## config.mk

```make
export PLATFORM = sky130hd
export DESIGN_NAME = tinyalu_param_flat
export DESIGN_NICKNAME = d
export VERILOG_FILES = /design/src/rtl/tinyalu_param_if.sv /design/src/rtl/tinyalu_param.sv /design/src/flat_wrapper.sv
export SDC_FILE = /design/constraint.sdc
export NUM_CORES = 1
export LEC_CHECK = 0
export ABC_AREA = 1
export BUFFER_PORTS_ARGS = -buffer_cell sky130_fd_sc_hd__buf_2
export CAP_MARGIN = 20
export CORE_ASPECT_RATIO = 0.9
export CORE_MARGIN = 2
export CORE_UTILIZATION = 40
export DETAILED_ROUTE_END_ITERATION = 10
export PLACE_DENSITY = 0.56
export SYNTH_ARGS = -nofsm -noshare
export SYNTH_HDL_FRONTEND = slang
export SYNTH_SLANG_ARGS = --single-unit
```

## constraint.sdc

```tcl
create_clock -name clk -period 5 [get_ports clk]
set_clock_uncertainty 0.05 [all_clocks]
set_input_delay 0 -clock clk [delete_from_list [all_inputs] [get_ports clk]]
set_output_delay 0 -clock clk [all_outputs]
set_load 0.03 [all_outputs]
```

## src/rtl/tinyalu_param_if.sv

```systemverilog
// ============================================================================
// Module      : tinyalu_param_if
// Description : Operand/opcode request and result/done bundle for tinyalu_param.
// Revision    : 1.0 - initial release
// ============================================================================
`default_nettype none

interface tinyalu_param_if #(
    parameter int WIDTH = 8
);
    logic [WIDTH-1:0]   A;
    logic [WIDTH-1:0]   B;
    logic [2:0]         op;
    logic               start;
    logic               busy;
    logic               done;
    logic               err;
    logic [2*WIDTH-1:0] result;

    modport master (
        output A, B, op, start,
        input  busy, done, err, result
    );

    modport slave (
        input  A, B, op, start,
        output busy, done, err, result
    );
endinterface

`default_nettype wire

```

## src/rtl/tinyalu_param.sv

```systemverilog
// ============================================================================
// Module      : tinyalu_param
// Description : Parametrised ALU, single-cycle logic/arith ops plus a
//               MULT_STAGES-latency multiplier behind a start/done handshake.
// Revision    : 1.0 - initial release
// ============================================================================
`default_nettype none

module tinyalu_param #(
    parameter int WIDTH       = 8,
    parameter int MULT_STAGES = 3
) (
    input  wire logic     clk,
    input  wire logic     reset_n,
    tinyalu_param_if.slave bus
);
    localparam int RW    = 2 * WIDTH;
    localparam int CNT_W = (MULT_STAGES > 1) ? $clog2(MULT_STAGES) : 1;

    localparam logic [2:0] c_OP_NOP = 3'b000;
    localparam logic [2:0] c_OP_ADD = 3'b001;
    localparam logic [2:0] c_OP_AND = 3'b010;
    localparam logic [2:0] c_OP_XOR = 3'b011;
    localparam logic [2:0] c_OP_MUL = 3'b100;
    localparam logic [2:0] c_OP_SUB = 3'b101;
    localparam logic [2:0] c_OP_OR  = 3'b110;

    typedef enum logic [0:0] {
        S_IDLE = 1'b0,
        S_MUL  = 1'b1
    } state_t;

    state_t           r_state,  w_state_nxt;
    logic [CNT_W-1:0] r_cnt,    w_cnt_nxt;
    logic [WIDTH-1:0] r_a,      w_a_nxt;
    logic [WIDTH-1:0] r_b,      w_b_nxt;
    logic             r_done,   w_done_nxt;
    logic             r_err,    w_err_nxt;
    logic [RW-1:0]    r_result, w_result_nxt;

    logic [RW-1:0]    w_a_ext;
    logic [RW-1:0]    w_b_ext;
    logic [RW-1:0]    w_prod_held;
    logic             w_accept;

    // Operands are zero-extended first so sums, products and differences
    // are formed at full 2*WIDTH precision; SUB wraps within 2*WIDTH.
    assign w_a_ext     = {{WIDTH{1'b0}}, bus.A};
    assign w_b_ext     = {{WIDTH{1'b0}}, bus.B};
    assign w_prod_held = {{WIDTH{1'b0}}, r_a} * {{WIDTH{1'b0}}, r_b};
    assign w_accept    = bus.start && (r_state == S_IDLE) && (bus.op != c_OP_NOP);

    always_ff @(posedge clk or negedge reset_n) begin
        if (!reset_n) begin
            r_state  <= S_IDLE;
            r_cnt    <= '0;
            r_a      <= '0;
            r_b      <= '0;
            r_done   <= 1'b0;
            r_err    <= 1'b0;
            r_result <= '0;
        end else begin
            r_state  <= w_state_nxt;
            r_cnt    <= w_cnt_nxt;
            r_a      <= w_a_nxt;
            r_b      <= w_b_nxt;
            r_done   <= w_done_nxt;
            r_err    <= w_err_nxt;
            r_result <= w_result_nxt;
        end
    end

    always_comb begin
        w_state_nxt  = r_state;
        w_cnt_nxt    = r_cnt;
        w_a_nxt      = r_a;
        w_b_nxt      = r_b;
        w_done_nxt   = 1'b0;
        w_err_nxt    = 1'b0;
        w_result_nxt = r_result;

        case (r_state)
            S_IDLE: begin
                if (w_accept) begin
                    w_done_nxt = 1'b1;
                    case (bus.op)
                        c_OP_ADD: w_result_nxt = w_a_ext + w_b_ext;
                        c_OP_AND: w_result_nxt = w_a_ext & w_b_ext;
                        c_OP_XOR: w_result_nxt = w_a_ext ^ w_b_ext;
                        c_OP_SUB: w_result_nxt = w_a_ext - w_b_ext;
                        c_OP_OR:  w_result_nxt = w_a_ext | w_b_ext;
                        c_OP_MUL: begin
                            if (MULT_STAGES == 1) begin
                                w_result_nxt = w_a_ext * w_b_ext;
                            end else begin
                                w_done_nxt  = 1'b0;
                                w_state_nxt = S_MUL;
                                w_cnt_nxt   = CNT_W'(MULT_STAGES - 1);
                                w_a_nxt     = bus.A;
                                w_b_nxt     = bus.B;
                            end
                        end
                        default:  w_err_nxt = 1'b1;
                    endcase
                end
            end
            S_MUL: begin
                if (r_cnt == '0) begin
                    w_state_nxt  = S_IDLE;
                    w_done_nxt   = 1'b1;
                    w_result_nxt = w_prod_held;
                end else begin
                    w_cnt_nxt = r_cnt - CNT_W'(1);
                end
            end
            default: w_state_nxt = S_IDLE;
        endcase
    end

    assign bus.busy   = (r_state == S_MUL);
    assign bus.done   = r_done;
    assign bus.err    = r_err;
    assign bus.result = r_result;
endmodule

`default_nettype wire

```

## src/flat_wrapper.sv

```systemverilog
// flat-port wrapper written by rule: the top's interface ports become plain ports
module tinyalu_param_flat 
#(
    parameter int WIDTH       = 8,
    parameter int MULT_STAGES = 3
)
  (clk, reset_n, bus_A, bus_B, bus_op, bus_start, bus_busy, bus_done, bus_err, bus_result);
  tinyalu_param_if #(.WIDTH(WIDTH)) bus_i ();
  input  wire logic clk;
  input  wire logic reset_n;
  input wire logic [$bits(bus_i.A)-1:0] bus_A;
  input wire logic [$bits(bus_i.B)-1:0] bus_B;
  input wire logic [$bits(bus_i.op)-1:0] bus_op;
  input wire logic [$bits(bus_i.start)-1:0] bus_start;
  output wire logic [$bits(bus_i.busy)-1:0] bus_busy;
  output wire logic [$bits(bus_i.done)-1:0] bus_done;
  output wire logic [$bits(bus_i.err)-1:0] bus_err;
  output wire logic [$bits(bus_i.result)-1:0] bus_result;
  assign bus_i.A = bus_A;
  assign bus_i.B = bus_B;
  assign bus_i.op = bus_op;
  assign bus_i.start = bus_start;
  assign bus_busy = bus_i.busy;
  assign bus_done = bus_i.done;
  assign bus_err = bus_i.err;
  assign bus_result = bus_i.result;
  tinyalu_param #(.WIDTH(WIDTH), .MULT_STAGES(MULT_STAGES)) u_core (.clk(clk), .reset_n(reset_n), .bus(bus_i));
endmodule
```

# After elaboration in Yosys (flattened, before gate mapping)
# Index checks and enable logic that the tools add are counted.
[op_classes]
add_sub_neg = 3
n_mul = 1
eq_ne = 11
muxes = 19
bitwise = 4
reduce_logical = 8
[op_table]
columns = ["op", "count"]
rows = [
  ["case mux 16 bit (5 select lines)", 1],
  ["two-way mux 16 bit", 2],
  ["case mux 16 bit (2 select lines)", 1],
  ["multiplier 8 x 8 -> 16 bit", 1],
  ["adder 8 x 8 -> 9 bit", 1],
  ["equality test 3 bit, second input constant", 3],
  ["two-way mux 1 bit", 9],
  ["AND reduction 3 bit", 3],
  ["subtractor 8 x 8 -> 9 bit", 1],
  ["AND 8 bit", 1],
  ["bitwise OR 8 bit", 1],
  ["bitwise XOR 8 bit", 1],
  ["equality test 3 x 2 -> 1 bit, second input constant", 2],
  ["two-way mux 2 bit", 3],
  ["!= test 2 bit, second input constant", 3],
  ["!= test 6 bit, second input constant", 1],
  ["OR reduction 6 bit", 1],
  ["case mux 1 bit (2 select lines)", 2],
  ["case mux 2 bit (2 select lines)", 1],
  ["equality test 3 x 1 -> 1 bit, second input constant", 1],
  ["nonzero test 3 bit", 1],
  ["logical AND 1 bit", 2],
  ["zero test 2 bit", 1],
  ["!= test 2 x 1 -> 1 bit, second input constant", 1],
  ["2 further kinds", 2],
]
[word_totals]
register_bits = 37
input_bits = 22
output_inout_bits = 19
word_cells = 53

# Longest topological paths before layout
# Gate-level depths: netlist of run 1.
[depth]
ltp_word = 5
depth_mapped = 21
ltp_nobuf = 20

# Worst setup path after synthesis of run 1
# OpenSTA, ideal clock, no wires.
[synth_path]
kind = "reg-to-reg"
startpoint = "reg u_core.r_a[0]"
endpoint = "reg u_core.r_result[12] (netlist: u_core.bus.result[12])"
setup_time_ns = 0.073
arrival_ns = 3.904
required_time_ns = 4.877
path_slack_ns = 0.973
path_stages_with_launch = 18
path_buffers = 1
synth_period_minus_slack_ns = 4.027
cell_sequence = "dfrtp_1 clkbuf_1 nand2_1 fa_1 fa_1 inv_1 fa_1 inv_1 fa_1 inv_1 ha_1 nand2_1 nor2_1 o21ai_0 nand3_1 nand2_1 nand3_1 a21oi_2"
[synth_between]
elab_chain_len = 3
[synth_rtl]
columns = ["item", "line", "text"]
rows = [
  ["start, declared", "tinyalu_param.sv:35", "logic [WIDTH-1:0] r_a, w_a_nxt;"],
  ["start signal, assigned", "tinyalu_param.sv:65", "r_a <= w_a_nxt;"],
  ["multiplier 8 x 8 -> 16 bit", "tinyalu_param.sv:50", "assign w_prod_held = {{WIDTH{1'b0}}, r_a} * {{WIDTH{1'b0}}, r_b};"],
  ["two-way mux 16 bit", "tinyalu_param.sv:108", "if (r_cnt == '0) begin"],
  ["case mux 16 bit (2 select lines)", "tinyalu_param.sv:82", "case (r_state)"],
  ["end signal, assigned", "tinyalu_param.sv:69", "r_result <= w_result_nxt;"],
  ["end, declared", "tinyalu_param.sv:39", "logic [RW-1:0] r_result, w_result_nxt;"],
]
# Every way passes these cells. The select of a mux whose other input is x is not followed.
# A chain may end at the register's enable or synchronous reset.

# Worst setup path after layout of run 1
# Ends and elaborated chain as after synthesis.

==> impl_metrics.prom, run 1 <==
# TYPE chip_impl_metric gauge
chip_impl_metric{name="sequential_cell_area_fraction_in_the_yosys_report",unit="%"} 18.71
chip_impl_metric{name="ys_seq_elements",unit=""} 37
chip_impl_metric{name="cap_violations",unit=""} 0
chip_impl_metric{name="number_of_global_route_vias_before_repair",unit=""} 4424
chip_impl_info{name="r2r-end",value="u_core.bus.result[12]"} 1
chip_impl_metric{name="ctsHtreeMaxLevel",unit=""} 2
chip_impl_metric{name="postSynth.asyncResetShare",unit="%"} 100.0
chip_impl_metric{name="multi_input_area",unit="sq um"} 3268
chip_impl_metric{name="postCtsSetupBuffers",unit=""} 0
chip_impl_metric{name="core",unit="sq um"} 12080
chip_impl_metric{name="totalNegativeSetupSlack",unit="ps"} 0
chip_impl_info{name="slowest_stage",value="sky130_fd_sc_hd__dfrtp_1"} 1
chip_impl_metric{name="critical_path.max_stage_delay",unit="ps"} 550
chip_impl_metric{name="max_freq",unit="MHz"} 228.7
chip_impl_metric{name="hold-worst-slack",unit="ps"} 0.4804
chip_impl_metric{name="avgRoutedWirePerCell",unit="microns"} 13.83
chip_impl_metric{name="final_report_setup_violation_count",unit=""} 0
chip_impl_info{name="worstSetupStartpointType",value="flip-flop"} 1
chip_impl_metric{name="cts_repair_resize_count",unit=""} 0
chip_impl_metric{name="initial_utilization",unit="%"} 40.98
chip_impl_metric{name="routed-via-count",unit=""} 4390
chip_impl_metric{name="io_buffers",unit=""} 40
chip_impl_metric{name="finalMaxSlewViolations",unit=""} 0
chip_impl_metric{name="die-area",unit="sq um"} 13280
chip_impl_metric{name="powerDensity",unit="nW/um^2"} 643.5
chip_impl_metric{name="die_h",unit="microns"} 109.5
chip_impl_metric{name="timing.slew.headroom",unit="%"} 42.45
chip_impl_metric{name="postRouteWirelength",unit="mm"} 12.22
chip_impl_info{name="grt_setup_unrepaired",value="false"} 1
chip_impl_metric{name="netlist_cell_types",unit=""} 41
chip_impl_metric{name="wl_met1",unit="mm"} 5.850
chip_impl_metric{name="crit_required",unit="ps"} 5160
chip_impl_metric{name="drt_pass1_iterations",unit=""} 5
chip_impl_info{name="synth_top_cell_by_area",value="sky130_fd_sc_hd__dfrtp_1"} 1
chip_impl_metric{name="setup.reg_to_reg.worst_slack",unit="ps"} 630
chip_impl_info{name="run_status",value="finished clean"} 1
chip_impl_metric{name="placement_rows",unit=""} 38
chip_impl_info{name="cells_along_the_critical_path",value="nand2_1 > fa_1 > fa_1 > inv_1 > fa_1 > inv_1 > fa_1 > inv_1 > ha_1 > nand2_1 > nor2_1 > o21ai_0 > nand3_1 > nand2_1 > nand3_1 > a21oi_2"} 1
chip_impl_info{name="crit_top_cell",value="sky130_fd_sc_hd__fa_1"} 1
chip_impl_metric{name="met3RoutedLength",unit="microns"} 543
chip_impl_metric{name="worstSkewPairLatency",unit="ps"} 280
chip_impl_metric{name="post_drt_via_cell_ratio",unit=""} 4.966
chip_impl_metric{name="final_hold_violation_count",unit=""} 0
chip_impl_metric{name="post_detail_place_hpwl",unit="mm"} 9.926
chip_impl_metric{name="clk_transition_reported_paths",unit="ps"} 60
chip_impl_metric{name="finalCriticalPeriod",unit="ps"} 4372
chip_impl_metric{name="number_of_antenna_repair_diodes",unit=""} 0
chip_impl_metric{name="syn_area",unit="sq um"} 4948
chip_impl_metric{name="grt_use_total",unit="%"} 20.16
chip_impl_metric{name="synthesis.instances",unit=""} 696
chip_impl_metric{name="r2r_cells",unit=""} 16
chip_impl_metric{name="fp.dieW",unit="microns"} 121.2
chip_impl_metric{name="grt_antenna_before_repair",unit=""} 0
chip_impl_metric{name="synth_enable_flop_cells",unit=""} 0
chip_impl_metric{name="clk_path_buf_depth",unit=""} 2
chip_impl_info{name="yosys-top-cells-count",value="sky130_fd_sc_hd__nand2_1 (169), sky130_fd_sc_hd__inv_1 (151), sky130_fd_sc_hd__ha_1 (61), sky130_fd_sc_hd__nand3_1 (47), sky130_fd_sc_hd__fa_1 (38)"} 1
chip_impl_metric{name="routabilityCongestion",unit=""} 0.8928
chip_impl_metric{name="clock_sink_count",unit=""} 37
chip_impl_metric{name="grt_first_pass_wirelength",unit="mm"} 21.27
chip_impl_info{name="min-delay-start",value="bus_A[0]"} 1
chip_impl_metric{name="critPathArrivalTime",unit="ps"} 4540
chip_impl_metric{name="finalNetCount",unit=""} 844
chip_impl_info{name="rr_startpoint",value="u_core.r_a[0]"} 1
chip_impl_metric{name="final_min_period_over_clock_period",unit="%"} 87.43
chip_impl_info{name="cts_root_buffer",value="sky130_fd_sc_hd__clkbuf_16"} 1
chip_impl_metric{name="yosys_warnings",unit=""} 0
chip_impl_metric{name="area.sequential",unit="sq um"} 925.9
chip_impl_info{name="top_layer_used",value="met4"} 1
chip_impl_metric{name="peakVddDrop",unit="mV"} 0.3473
chip_impl_info{name="cts_tree",value="built"} 1
chip_impl_info{name="hold_path_end",value="u_core.r_a[0]"} 1
chip_impl_metric{name="final_core_util",unit="%"} 45.04
chip_impl_info{name="hold_path_class",value="in2reg"} 1
chip_impl_metric{name="cp_max_fo",unit=""} 9
chip_impl_metric{name="grt_max_degree",unit=""} 38
chip_impl_info{name="synth.top_cells.by_area",value="sky130_fd_sc_hd__dfrtp_1 (19%), sky130_fd_sc_hd__ha_1 (15%), sky130_fd_sc_hd__fa_1 (15%)"} 1
chip_impl_metric{name="grt.overflow.total",unit=""} 0
chip_impl_metric{name="syn_avg_cell_area",unit="sq um"} 7.110
chip_impl_metric{name="filler_cell_count",unit=""} 1301
chip_impl_metric{name="drt_drc_violations_left",unit=""} 0
chip_impl_metric{name="min_delay_path_depth",unit=""} 3
chip_impl_metric{name="met2RoutedLength",unit="mm"} 5.654
chip_impl_metric{name="leakage",unit="nW"} 3.307
chip_impl_metric{name="synth_top_area_share",unit="%"} 18.71
chip_impl_metric{name="cts_made_buffers",unit=""} 5
chip_impl_metric{name="ioPinCount",unit=""} 41
chip_impl_metric{name="drive_gt1_share",unit="%"} 10.50
chip_impl_metric{name="detail_route.iter0.violations",unit=""} 245
chip_impl_metric{name="number_of_nets_produced_by_synthesis",unit=""} 817
chip_impl_info{name="post-synth-top-count-cell",value="sky130_fd_sc_hd__nand2_1"} 1
chip_impl_metric{name="layout-area-overhead-vs-synth",unit="%"} 9.912
chip_impl_metric{name="max_slew.worst_pin.slew",unit="ps"} 863.2
chip_impl_metric{name="route.antenna.remaining_nets",unit=""} 0
chip_impl_info{name="cp-end-kind",value="flip-flop"} 1
chip_impl_info{name="timing.setup.critical_path_class",value="reg2reg"} 1
chip_impl_info{name="synthFlopType",value="sky130_fd_sc_hd__dfrtp_1"} 1
sequential cells by signal (all words and copies together) (netlist names):
name	flops
u_core.bus.busy	1
u_core.bus.result	16
u_core.bus.done	1
u_core.r_cnt	2
u_core.r_a	8
u_core.bus.err	1
u_core.r_b	8
power breakdown:
| group | switching, mW | total [mW] | internal (mW) |
|---|---|---|---|
| Clock | 0.126 | 0.338 | 0.211 |
| Sequential | 0.215 | 0.648 | 0.433 |
| Combinational | 1.61 | 2.51 | 0.903 |
| Total | 1.95 | 3.50 | 1.55 |
routing by layer:
| metal | up-vias | GRT usage, % |
|---|---|---|
| met2 | 118 | 34.11 |
| met4 | 0 | 4.516 |
| li1 | 2192 | - |
| met5 | - | 0 |
| met1 | 2066 | 28.03 |
| met3 | 14 | 2.178 |
how the worst max path moves through the flow:
stage | to | cells after the start | startpoint | slack, ps
6_report | u_core.bus.result[12] | 16 | u_core.r_a[0] | 630
5_1_grt | u_core.bus.result[15] | 18 | u_core.r_a[1] | 300
4_1_cts | u_core.bus.result[12] | 16 | u_core.r_a[0] | 630
3_5_place_dp | u_core.bus.result[15] | 18 | u_core.r_a[1] | 680
3_3_place_gp | u_core.bus.result[12] | 16 | u_core.r_a[0] | 620
2_1_floorplan | u_core.bus.result[12] | 17 | u_core.r_a[0] | 970
cells in the final DEF, fill, tap and decap left out, types with 2 or more instances in the layout:
| cell type | count |
|---|---|
| sky130_fd_sc_hd__a21o_1 | 2 |
| sky130_fd_sc_hd__a21oi_1 | 22 |
| sky130_fd_sc_hd__a21oi_2 | 7 |
| sky130_fd_sc_hd__a31oi_1 | 5 |
| sky130_fd_sc_hd__buf_2 | 40 |
| sky130_fd_sc_hd__clkbuf_16 | 5 |
| sky130_fd_sc_hd__clkbuf_8 | 2 |
| sky130_fd_sc_hd__dfrtp_1 | 37 |
| sky130_fd_sc_hd__dlygate4sd3_1 | 6 |
| sky130_fd_sc_hd__fa_1 | 38 |
| sky130_fd_sc_hd__ha_1 | 61 |
| sky130_fd_sc_hd__inv_1 | 151 |
| sky130_fd_sc_hd__inv_2 | 7 |
| sky130_fd_sc_hd__nand2_1 | 169 |
| sky130_fd_sc_hd__nand2_2 | 2 |
| sky130_fd_sc_hd__nand3_1 | 47 |
| sky130_fd_sc_hd__nand4_1 | 3 |
| sky130_fd_sc_hd__nor2_1 | 37 |
| sky130_fd_sc_hd__nor2_2 | 3 |
| sky130_fd_sc_hd__nor3_1 | 9 |
| sky130_fd_sc_hd__nor3_4 | 2 |
| sky130_fd_sc_hd__nor4_1 | 2 |
| sky130_fd_sc_hd__o21ai_0 | 34 |
| sky130_fd_sc_hd__o21ai_1 | 4 |
| sky130_fd_sc_hd__o21bai_1 | 3 |
| sky130_fd_sc_hd__o22ai_1 | 7 |
| sky130_fd_sc_hd__xor2_1 | 4 |
timing repair:
action                     4_1_cts  5_1_grt
setup endpoints to repair        0        0
hold buffers                     6        0
hold endpoints to repair        41        0
kinds of logic (layout without fill, tap and decap cells):
logic type	after synthesis	after routing	synth area share [%]
flops	37	37	18.71
xor+xnor	5	5	0.8849
simple gates	279	279	24.12
compound gates	88	88	10.24
buf+inv	188	216	15.25
fa+ha+maj	99	99	30.80
worst max-delay path, delay by kind of cell (launching register included):
family / cells / cell delay, ps
adders and majority gates: 5 / 2520
and+or+nand+nor: 6 / 640
DFF: 1 / 550
AOI/OAI and AO/OA: 2 / 380
buffers and inverters: 3 / 170
final cells by class:
cell class | count | share of cell area (%)
clock buffer | 7 | 2.807
multi-input combinational | 471 | 60.09
inverter | 161 | 11.25
clock inverter | 1 | 0.09202
sequential | 37 | 17.02
timing repair buffer | 47 | 5.061
tap | 160 | 3.681
stage by stage:
| stage | setup slack, ps | power, mW | std cells | instance area [sq um] |
|---|---|---|---|---|
| 4_1_cts | 628.6 | 3.539 | 883 | 5424 |
| 3_3_place_gp | 621.8 | 3.158 | 869 | 5206 |
| 2_1_floorplan | 973.2 | 2.537 | 696 | 4949 |
| 6_report | 628.3 | 3.500 | 884 | 5439 |
| 5_1_grt | 296.6 | 3.986 | 884 | 5439 |
| 3_5_place_dp | 677.5 | 3.155 | 869 | 5206 |
Power figures use the tool's default switching activity.
==> inputs of run 2 (changes only) <==
--- a/config.mk
+++ b/config.mk
@@ -11,6 +11,7 @@
 export CORE_ASPECT_RATIO = 0.9
 export CORE_MARGIN = 2
 export CORE_UTILIZATION = 40
+export CTS_BUF_LIST = sky130_fd_sc_hd__clkbuf_2
 export DETAILED_ROUTE_END_ITERATION = 10
 export PLACE_DENSITY = 0.56
 export SYNTH_ARGS = -nofsm -noshare
==> run 2 against run 1 <==
  * Utilization increased by 0.25 points
  * Setup slack got worse by 3.6 ps
  * Worst hold slack improved by 84 ps
  * Global-route usage increased by 0.13 points
  * Combinational power about the same
  * Critical endpoint unchanged
  * Largest cell class unchanged
  * Via count increased by 1.8%
==> impl_metrics.prom, run 2 (synthesized netlist as in run 1, its figures left out) <==
# TYPE chip_impl_metric gauge
chip_impl_metric{name="finalNetCount",unit=""} 859
chip_impl_metric{name="layout-area-overhead-vs-synth",unit="%"} 10.52
chip_impl_metric{name="finalInstanceArea",unit="sq um"} 5469
chip_impl_metric{name="leakage",unit="nW"} 3.319
chip_impl_metric{name="cts_repair_resize_count",unit=""} 0
chip_impl_metric{name="postRouteWirelength",unit="mm"} 12.31
chip_impl_metric{name="max_freq",unit="MHz"} 228.6
chip_impl_metric{name="grt_first_pass_wirelength",unit="mm"} 21.50
chip_impl_metric{name="postCtsSetupBuffers",unit=""} 0
chip_impl_metric{name="drive_gt1_share",unit="%"} 10.01
chip_impl_metric{name="core",unit="sq um"} 12080
chip_impl_metric{name="post_detail_place_hpwl",unit="mm"} 9.926
chip_impl_metric{name="grt_antenna_before_repair",unit=""} 0
chip_impl_metric{name="cp_max_fo",unit=""} 9
chip_impl_metric{name="avgRoutedWirePerCell",unit="microns"} 13.69
chip_impl_metric{name="drt_pass1_iterations",unit=""} 5
chip_impl_info{name="cts_root_buffer",value="sky130_fd_sc_hd__clkbuf_2"} 1
chip_impl_metric{name="crit_required",unit="ps"} 5300
chip_impl_info{name="hold_path_class",value="in2reg"} 1
chip_impl_metric{name="finalCriticalPeriod",unit="ps"} 4375
chip_impl_metric{name="totalNegativeSetupSlack",unit="ps"} 0
chip_impl_metric{name="setup.reg_to_reg.worst_slack",unit="ps"} 620
chip_impl_info{name="run_status",value="finished clean"} 1
chip_impl_metric{name="number_of_antenna_repair_diodes",unit=""} 0
chip_impl_metric{name="fin_ws",unit="ps"} 624.7
chip_impl_metric{name="max_slew.worst_pin.slew",unit="ps"} 864.8
chip_impl_metric{name="clk_path_buf_depth",unit=""} 2
chip_impl_metric{name="timing.slew.headroom",unit="%"} 42.34
chip_impl_metric{name="final_hold_violation_count",unit=""} 0
chip_impl_metric{name="worstSkewPairLatency",unit="ps"} 400
chip_impl_metric{name="critPathArrivalTime",unit="ps"} 4680
chip_impl_info{name="mostFrequentLayoutCell",value="sky130_fd_sc_hd__nand2_1"} 1
chip_impl_info{name="rr_startpoint",value="u_core.r_a[0]"} 1
chip_impl_metric{name="route.antenna.remaining_nets",unit=""} 0
chip_impl_metric{name="final_min_period_over_clock_period",unit="%"} 87.51
chip_impl_metric{name="initial_utilization",unit="%"} 40.98
chip_impl_metric{name="post_drt_via_cell_ratio",unit=""} 4.969
chip_impl_info{name="cp-end-kind",value="flip-flop"} 1
chip_impl_metric{name="peakVddDrop",unit="mV"} 0.3313
chip_impl_metric{name="routabilityCongestion",unit=""} 0.8928
chip_impl_metric{name="die_h",unit="microns"} 109.5
chip_impl_metric{name="detailedPlace.worstSlack",unit="ps"} 677.5
chip_impl_metric{name="min_delay_path_depth",unit=""} 3
chip_impl_metric{name="grt_max_degree",unit=""} 38
chip_impl_metric{name="detail_route.iter0.violations",unit=""} 241
chip_impl_metric{name="ioPinCount",unit=""} 41
chip_impl_metric{name="number_of_global_route_vias_before_repair",unit=""} 4518
chip_impl_info{name="timing.setup.critical_path_class",value="reg2reg"} 1
chip_impl_metric{name="placement_rows",unit=""} 38
chip_impl_info{name="grt_setup_unrepaired",value="false"} 1
chip_impl_info{name="hold_path_end",value="u_core.bus.busy"} 1
chip_impl_metric{name="grt.overflow.total",unit=""} 0
chip_impl_metric{name="die-area",unit="sq um"} 13280
chip_impl_info{name="layout_common_cells",value="sky130_fd_sc_hd__nand2_1 (169), sky130_fd_sc_hd__inv_1 (151), sky130_fd_sc_hd__ha_1 (61), sky130_fd_sc_hd__nand3_1 (47), sky130_fd_sc_hd__buf_2 (40)"} 1
chip_impl_metric{name="cap_violations",unit=""} 0
chip_impl_metric{name="filler_cell_count",unit=""} 1291
chip_impl_metric{name="r2r_cells",unit=""} 16
chip_impl_metric{name="ctsHtreeMaxLevel",unit=""} 2
chip_impl_metric{name="fp.dieW",unit="microns"} 121.2
chip_impl_info{name="worstSetupStartpointType",value="flip-flop"} 1
chip_impl_metric{name="io_buffers",unit=""} 40
chip_impl_metric{name="drt_drc_violations_left",unit=""} 0
chip_impl_metric{name="final_core_util",unit="%"} 45.29
chip_impl_metric{name="clk_transition_reported_paths",unit="ps"} 200
chip_impl_info{name="min-delay-start",value="bus_op[2]"} 1
chip_impl_metric{name="powerDensity",unit="nW/um^2"} 604.2
chip_impl_info{name="r2r-end",value="u_core.bus.result[12]"} 1
chip_impl_metric{name="final_report_setup_violation_count",unit=""} 0
chip_impl_metric{name="placement.cell_area",unit="sq um"} 5206
chip_impl_metric{name="largest_reg_flops",unit=""} 16
chip_impl_metric{name="grt_use_total",unit="%"} 20.29
chip_impl_metric{name="finalMaxSlewViolations",unit=""} 0
chip_impl_info{name="cts_tree",value="built"} 1
chip_impl_metric{name="clock_sink_count",unit=""} 37
chip_impl_metric{name="routed-via-count",unit=""} 4467
chip_impl_metric{name="cts_made_buffers",unit=""} 5
==> run 2: area by class of cell <==
class,count,area [sq um],area share [%]
clock buffer,5,25.02,0.4576
timing repair buffer,62,425.4,7.779
multi-input combinational,471,3268,59.76
sequential,37,925.9,16.93
clock inverter,3,12.51,0.2288
inverter,161,611.8,11.19
tap,160,200.2,3.660
==> run 2: through the flow <==
stage          hold WS (ps)  cells  power [mW]
2_1_floorplan        -345.6    696       2.537
3_3_place_gp          102.2    869       3.158
3_5_place_dp          112.2    869       3.155
4_1_cts               111.7    898       3.342
5_1_grt               93.39    899       3.796
6_report              84.51    899       3.304
==> run 2: critical path, cell delays in order, from the launching register on <==
cell	delay [ps]
sky130_fd_sc_hd__dfrtp_1	590
sky130_fd_sc_hd__nand2_1	140
sky130_fd_sc_hd__fa_1	530
sky130_fd_sc_hd__fa_1	550
sky130_fd_sc_hd__inv_1	70
sky130_fd_sc_hd__fa_1	550
sky130_fd_sc_hd__inv_1	60
sky130_fd_sc_hd__fa_1	530
sky130_fd_sc_hd__inv_1	50
sky130_fd_sc_hd__ha_1	350
sky130_fd_sc_hd__nand2_1	170
sky130_fd_sc_hd__nor2_1	70
sky130_fd_sc_hd__o21ai_0	210
sky130_fd_sc_hd__nand3_1	100
sky130_fd_sc_hd__nand2_1	70
sky130_fd_sc_hd__nand3_1	80
sky130_fd_sc_hd__a21oi_2	160
==> run 2: repair_timing <==
| action | 4_1_cts | 5_1_grt |
|---|---|---|
| hold endpoints to repair | 55 | 0 |
| setup endpoints to repair | 0 | 0 |
| hold buffers | 21 | 0 |
==> run 2: worst max path at each step <==
stage                        from                    end  cells after the start
finish              u_core.r_a[0]  u_core.bus.result[12]                     16
global placement    u_core.r_a[0]  u_core.bus.result[12]                     16
detailed placement  u_core.r_a[1]  u_core.bus.result[15]                     18
CTS                 u_core.r_a[0]  u_core.bus.result[12]                     16
floorplan           u_core.r_a[0]  u_core.bus.result[12]                     17
global route        u_core.r_a[1]  u_core.bus.result[15]                     18
==> run 2: where the power goes <==
part	leakage, nW	internal [mW]	switching [mW]
combinational	2.84	0.911	1.61
clock	0.0278	0.0306	0.105
sequential	0.452	0.431	0.214
==> run 2: metal layers <==
layer	vias to the layer above	wire length (microns)	share of wire, %	track usage, %
li1	2224	-	-	-
met1	2105	5831	47	27.98
met2	124	5698	46	34.91
met3	14	602	4.9	1.971
met4	0	178	1.4	4.269
met5	-	0	0	0
==> inputs of run 3 (changes only) <==
--- a/config.mk
+++ b/config.mk
@@ -8,12 +8,14 @@
 export ABC_AREA = 1
 export BUFFER_PORTS_ARGS = -buffer_cell sky130_fd_sc_hd__buf_2
 export CAP_MARGIN = 20
+export CELL_PAD_IN_SITES_DETAIL_PLACEMENT = 0
+export CELL_PAD_IN_SITES_GLOBAL_PLACEMENT = 1
 export CORE_ASPECT_RATIO = 0.9
 export CORE_MARGIN = 2
 export CORE_UTILIZATION = 40
 export CTS_BUF_LIST = sky130_fd_sc_hd__clkbuf_2
 export DETAILED_ROUTE_END_ITERATION = 10
-export PLACE_DENSITY = 0.56
+export PLACE_DENSITY = 0.73
 export SYNTH_ARGS = -nofsm -noshare
 export SYNTH_HDL_FRONTEND = slang
 export SYNTH_SLANG_ARGS = --single-unit
==> run 3 against run 2 <==
  * Setup slack worse by 53 ps
  * Sequential share of layout area is 0.050 points lower
  * Via count is 1.7% lower
  * First-iteration DRC count stayed put
  * Die area stayed put
==> impl_metrics.prom, run 3 (synthesized netlist as in run 1, its figures left out) <==
# TYPE chip_impl_metric gauge
chip_impl_info{name="run_status",value="finished clean"} 1
chip_impl_metric{name="placement_rows",unit=""} 38
chip_impl_metric{name="cts_repair_resize_count",unit=""} 0
chip_impl_metric{name="drt_drc_violations_left",unit=""} 0
chip_impl_metric{name="drt_pass1_iterations",unit=""} 4
chip_impl_metric{name="totalNegativeSetupSlack",unit="ps"} 0
chip_impl_metric{name="critical_path.max_stage_delay",unit="ps"} 600
chip_impl_metric{name="fp.dieW",unit="microns"} 121.2
chip_impl_info{name="hold_path_class",value="in2reg"} 1
chip_impl_metric{name="final_report_setup_violation_count",unit=""} 0
chip_impl_info{name="cts_root_buffer",value="sky130_fd_sc_hd__clkbuf_2"} 1
chip_impl_metric{name="grt.overflow.total",unit=""} 0
chip_impl_metric{name="worstSkewPairLatency",unit="ps"} 420
chip_impl_metric{name="finalCriticalPeriod",unit="ps"} 4428
chip_impl_metric{name="finalInstanceArea",unit="sq um"} 5485
chip_impl_info{name="worstSetupStartpointType",value="flip-flop"} 1
chip_impl_metric{name="die-area",unit="sq um"} 13280
chip_impl_metric{name="cts.hold.buffers_added",unit=""} 21
chip_impl_metric{name="leakage",unit="nW"} 3.327
chip_impl_metric{name="post_drt_via_cell_ratio",unit=""} 4.888
chip_impl_metric{name="largest_reg_flops",unit=""} 16
chip_impl_info{name="slowest_stage",value="sky130_fd_sc_hd__dfrtp_1"} 1
chip_impl_info{name="layout_common_cells",value="sky130_fd_sc_hd__nand2_1 (169), sky130_fd_sc_hd__inv_1 (151), sky130_fd_sc_hd__ha_1 (61), sky130_fd_sc_hd__nand3_1 (47), sky130_fd_sc_hd__buf_2 (40)"} 1
chip_impl_metric{name="core",unit="sq um"} 12080
chip_impl_metric{name="finalNetCount",unit=""} 858
chip_impl_metric{name="report.power.total",unit="mW"} 3.394
chip_impl_metric{name="routabilityCongestion",unit=""} 0.8922
chip_impl_metric{name="crit_required",unit="ps"} 5330
chip_impl_info{name="grt_setup_unrepaired",value="false"} 1
chip_impl_metric{name="final_core_util",unit="%"} 45.42
chip_impl_metric{name="grt_first_pass_wirelength",unit="mm"} 22.00
chip_impl_metric{name="post_detail_place_hpwl",unit="mm"} 10.16
chip_impl_metric{name="grt_use_total",unit="%"} 20.90
chip_impl_metric{name="die_h",unit="microns"} 109.5
chip_impl_metric{name="postCtsSetupBuffers",unit=""} 0
chip_impl_metric{name="cp_max_fo",unit=""} 9
chip_impl_metric{name="critPathArrivalTime",unit="ps"} 4760
chip_impl_metric{name="final_hold_violation_count",unit=""} 0
chip_impl_info{name="crit_top_cell",value="sky130_fd_sc_hd__nand2_1"} 1
chip_impl_info{name="timing.setup.critical_path_class",value="reg2reg"} 1
chip_impl_metric{name="avgRoutedWirePerCell",unit="microns"} 13.93
chip_impl_metric{name="fin_ws",unit="ps"} 572.0
chip_impl_metric{name="ctsHtreeMaxLevel",unit=""} 2
chip_impl_metric{name="route.antenna.remaining_nets",unit=""} 0
chip_impl_metric{name="grt_max_degree",unit=""} 38
chip_impl_metric{name="initial_utilization",unit="%"} 40.98
chip_impl_metric{name="finalMaxSlewViolations",unit=""} 0
chip_impl_metric{name="detail_route.iter0.violations",unit=""} 241
chip_impl_metric{name="clk_path_buf_depth",unit=""} 2
chip_impl_metric{name="clock_sink_count",unit=""} 37
chip_impl_metric{name="number_of_antenna_repair_diodes",unit=""} 0
chip_impl_metric{name="clk_transition_reported_paths",unit="ps"} 250
chip_impl_metric{name="final_min_period_over_clock_period",unit="%"} 88.56
chip_impl_metric{name="max_slew.worst_pin.slew",unit="ps"} 1001
chip_impl_info{name="cp-end-kind",value="flip-flop"} 1
chip_impl_metric{name="io_buffers",unit=""} 40
chip_impl_metric{name="grt_antenna_before_repair",unit=""} 0
chip_impl_metric{name="filler_cell_count",unit=""} 1301
chip_impl_metric{name="cap_violations",unit=""} 0
chip_impl_metric{name="placement.cell_area",unit="sq um"} 5206
chip_impl_metric{name="cts_made_buffers",unit=""} 5
chip_impl_metric{name="layout-area-overhead-vs-synth",unit="%"} 10.85
chip_impl_metric{name="powerDensity",unit="nW/um^2"} 618.7
chip_impl_metric{name="detailedPlace.worstSlack",unit="ps"} 665.8
chip_impl_metric{name="number_of_global_route_vias_before_repair",unit=""} 4476
chip_impl_metric{name="timing.slew.headroom",unit="%"} 33.08
chip_impl_info{name="cts_tree",value="built"} 1
chip_impl_info{name="mostFrequentLayoutCell",value="sky130_fd_sc_hd__nand2_1"} 1
chip_impl_metric{name="drive_gt1_share",unit="%"} 10.16
chip_impl_metric{name="max_freq",unit="MHz"} 225.8
chip_impl_metric{name="peakVddDrop",unit="mV"} 0.3128
chip_impl_metric{name="routed-via-count",unit=""} 4389
chip_impl_info{name="cells_along_the_critical_path",value="nand2_1 > fa_1 > fa_1 > inv_1 > fa_1 > inv_1 > fa_1 > inv_1 > ha_1 > nand2_1 > nor2_1 > nand2_1 > nand2_1 > xor2_1 > nand2_1 > a21oi_2"} 1
chip_impl_metric{name="ioPinCount",unit=""} 41
chip_impl_metric{name="postRouteWirelength",unit="mm"} 12.51
## run 3: final cells by class
cell class	count	area, sq um	area share (%)
Tap cell	160	200.2	3.650
Clock buffer	5	25.02	0.4562
Timing Repair Buffer	61	410.4	7.482
Inverter	161	611.8	11.15
Clock inverter	3	43.79	0.7984
Sequential cell	37	925.9	16.88
Multi-Input combinational cell	471	3268	59.58
## run 3: critical path, delay by kind of cell (launching register included)
kind                       cells  cell delay, ps
adders and majority gates      5            2530
xor gates and xnor gates       1             240
and+or+nand+nor                6             660
DFF                            1             600
AOI/OAI and AO/OA              1             150
buffers and inverters          3             160
## run 3: metal layers
| layer | global-route usage [%] | routed length, microns | share of wire, % |
|---|---|---|---|
| met1 | 29.71 | 6264 | 50 |
| met2 | 34.47 | 5612 | 45 |
| met5 | 0 | 0 | 0 |
| met3 | 2.334 | 478 | 3.8 |
| met4 | 4.680 | 153 | 1.2 |
## run 3: per-stage QoR
stage | hold slack [ps] | instances
finish | 103.2 | 898
global route | 176.9 | 898
CTS | 90.75 | 898
detailed placement | 125.1 | 869
global placement | 108.9 | 869
floorplan | -345.6 | 696
## run 3: report_power, final
group | switching, mW | leakage, nW | total, mW | internal (mW)
registers | 0.220 | 0.452 | 0.650 | 0.431
logic | 1.62 | 2.83 | 2.54 | 0.914
clock network | 0.119 | 0.0433 | 0.205 | 0.0857
## run 3: final timing paths
path	slack (ps)	cells past startpoint	startpoint	endpoint
min	100	4	bus_op[1]	u_core.bus.result[0]
max in group asynchronous	4190	2	reset_n	u_core.r_a[2]
max	570	16	u_core.r_a[0]	u_core.bus.result[10]
min in group asynchronous	150	2	reset_n	u_core.bus.result[10]
max reg2reg	570	16	u_core.r_a[0]	u_core.bus.result[10]
min reg2reg	470	2	u_core.bus.result[4]	u_core.bus.result[4]
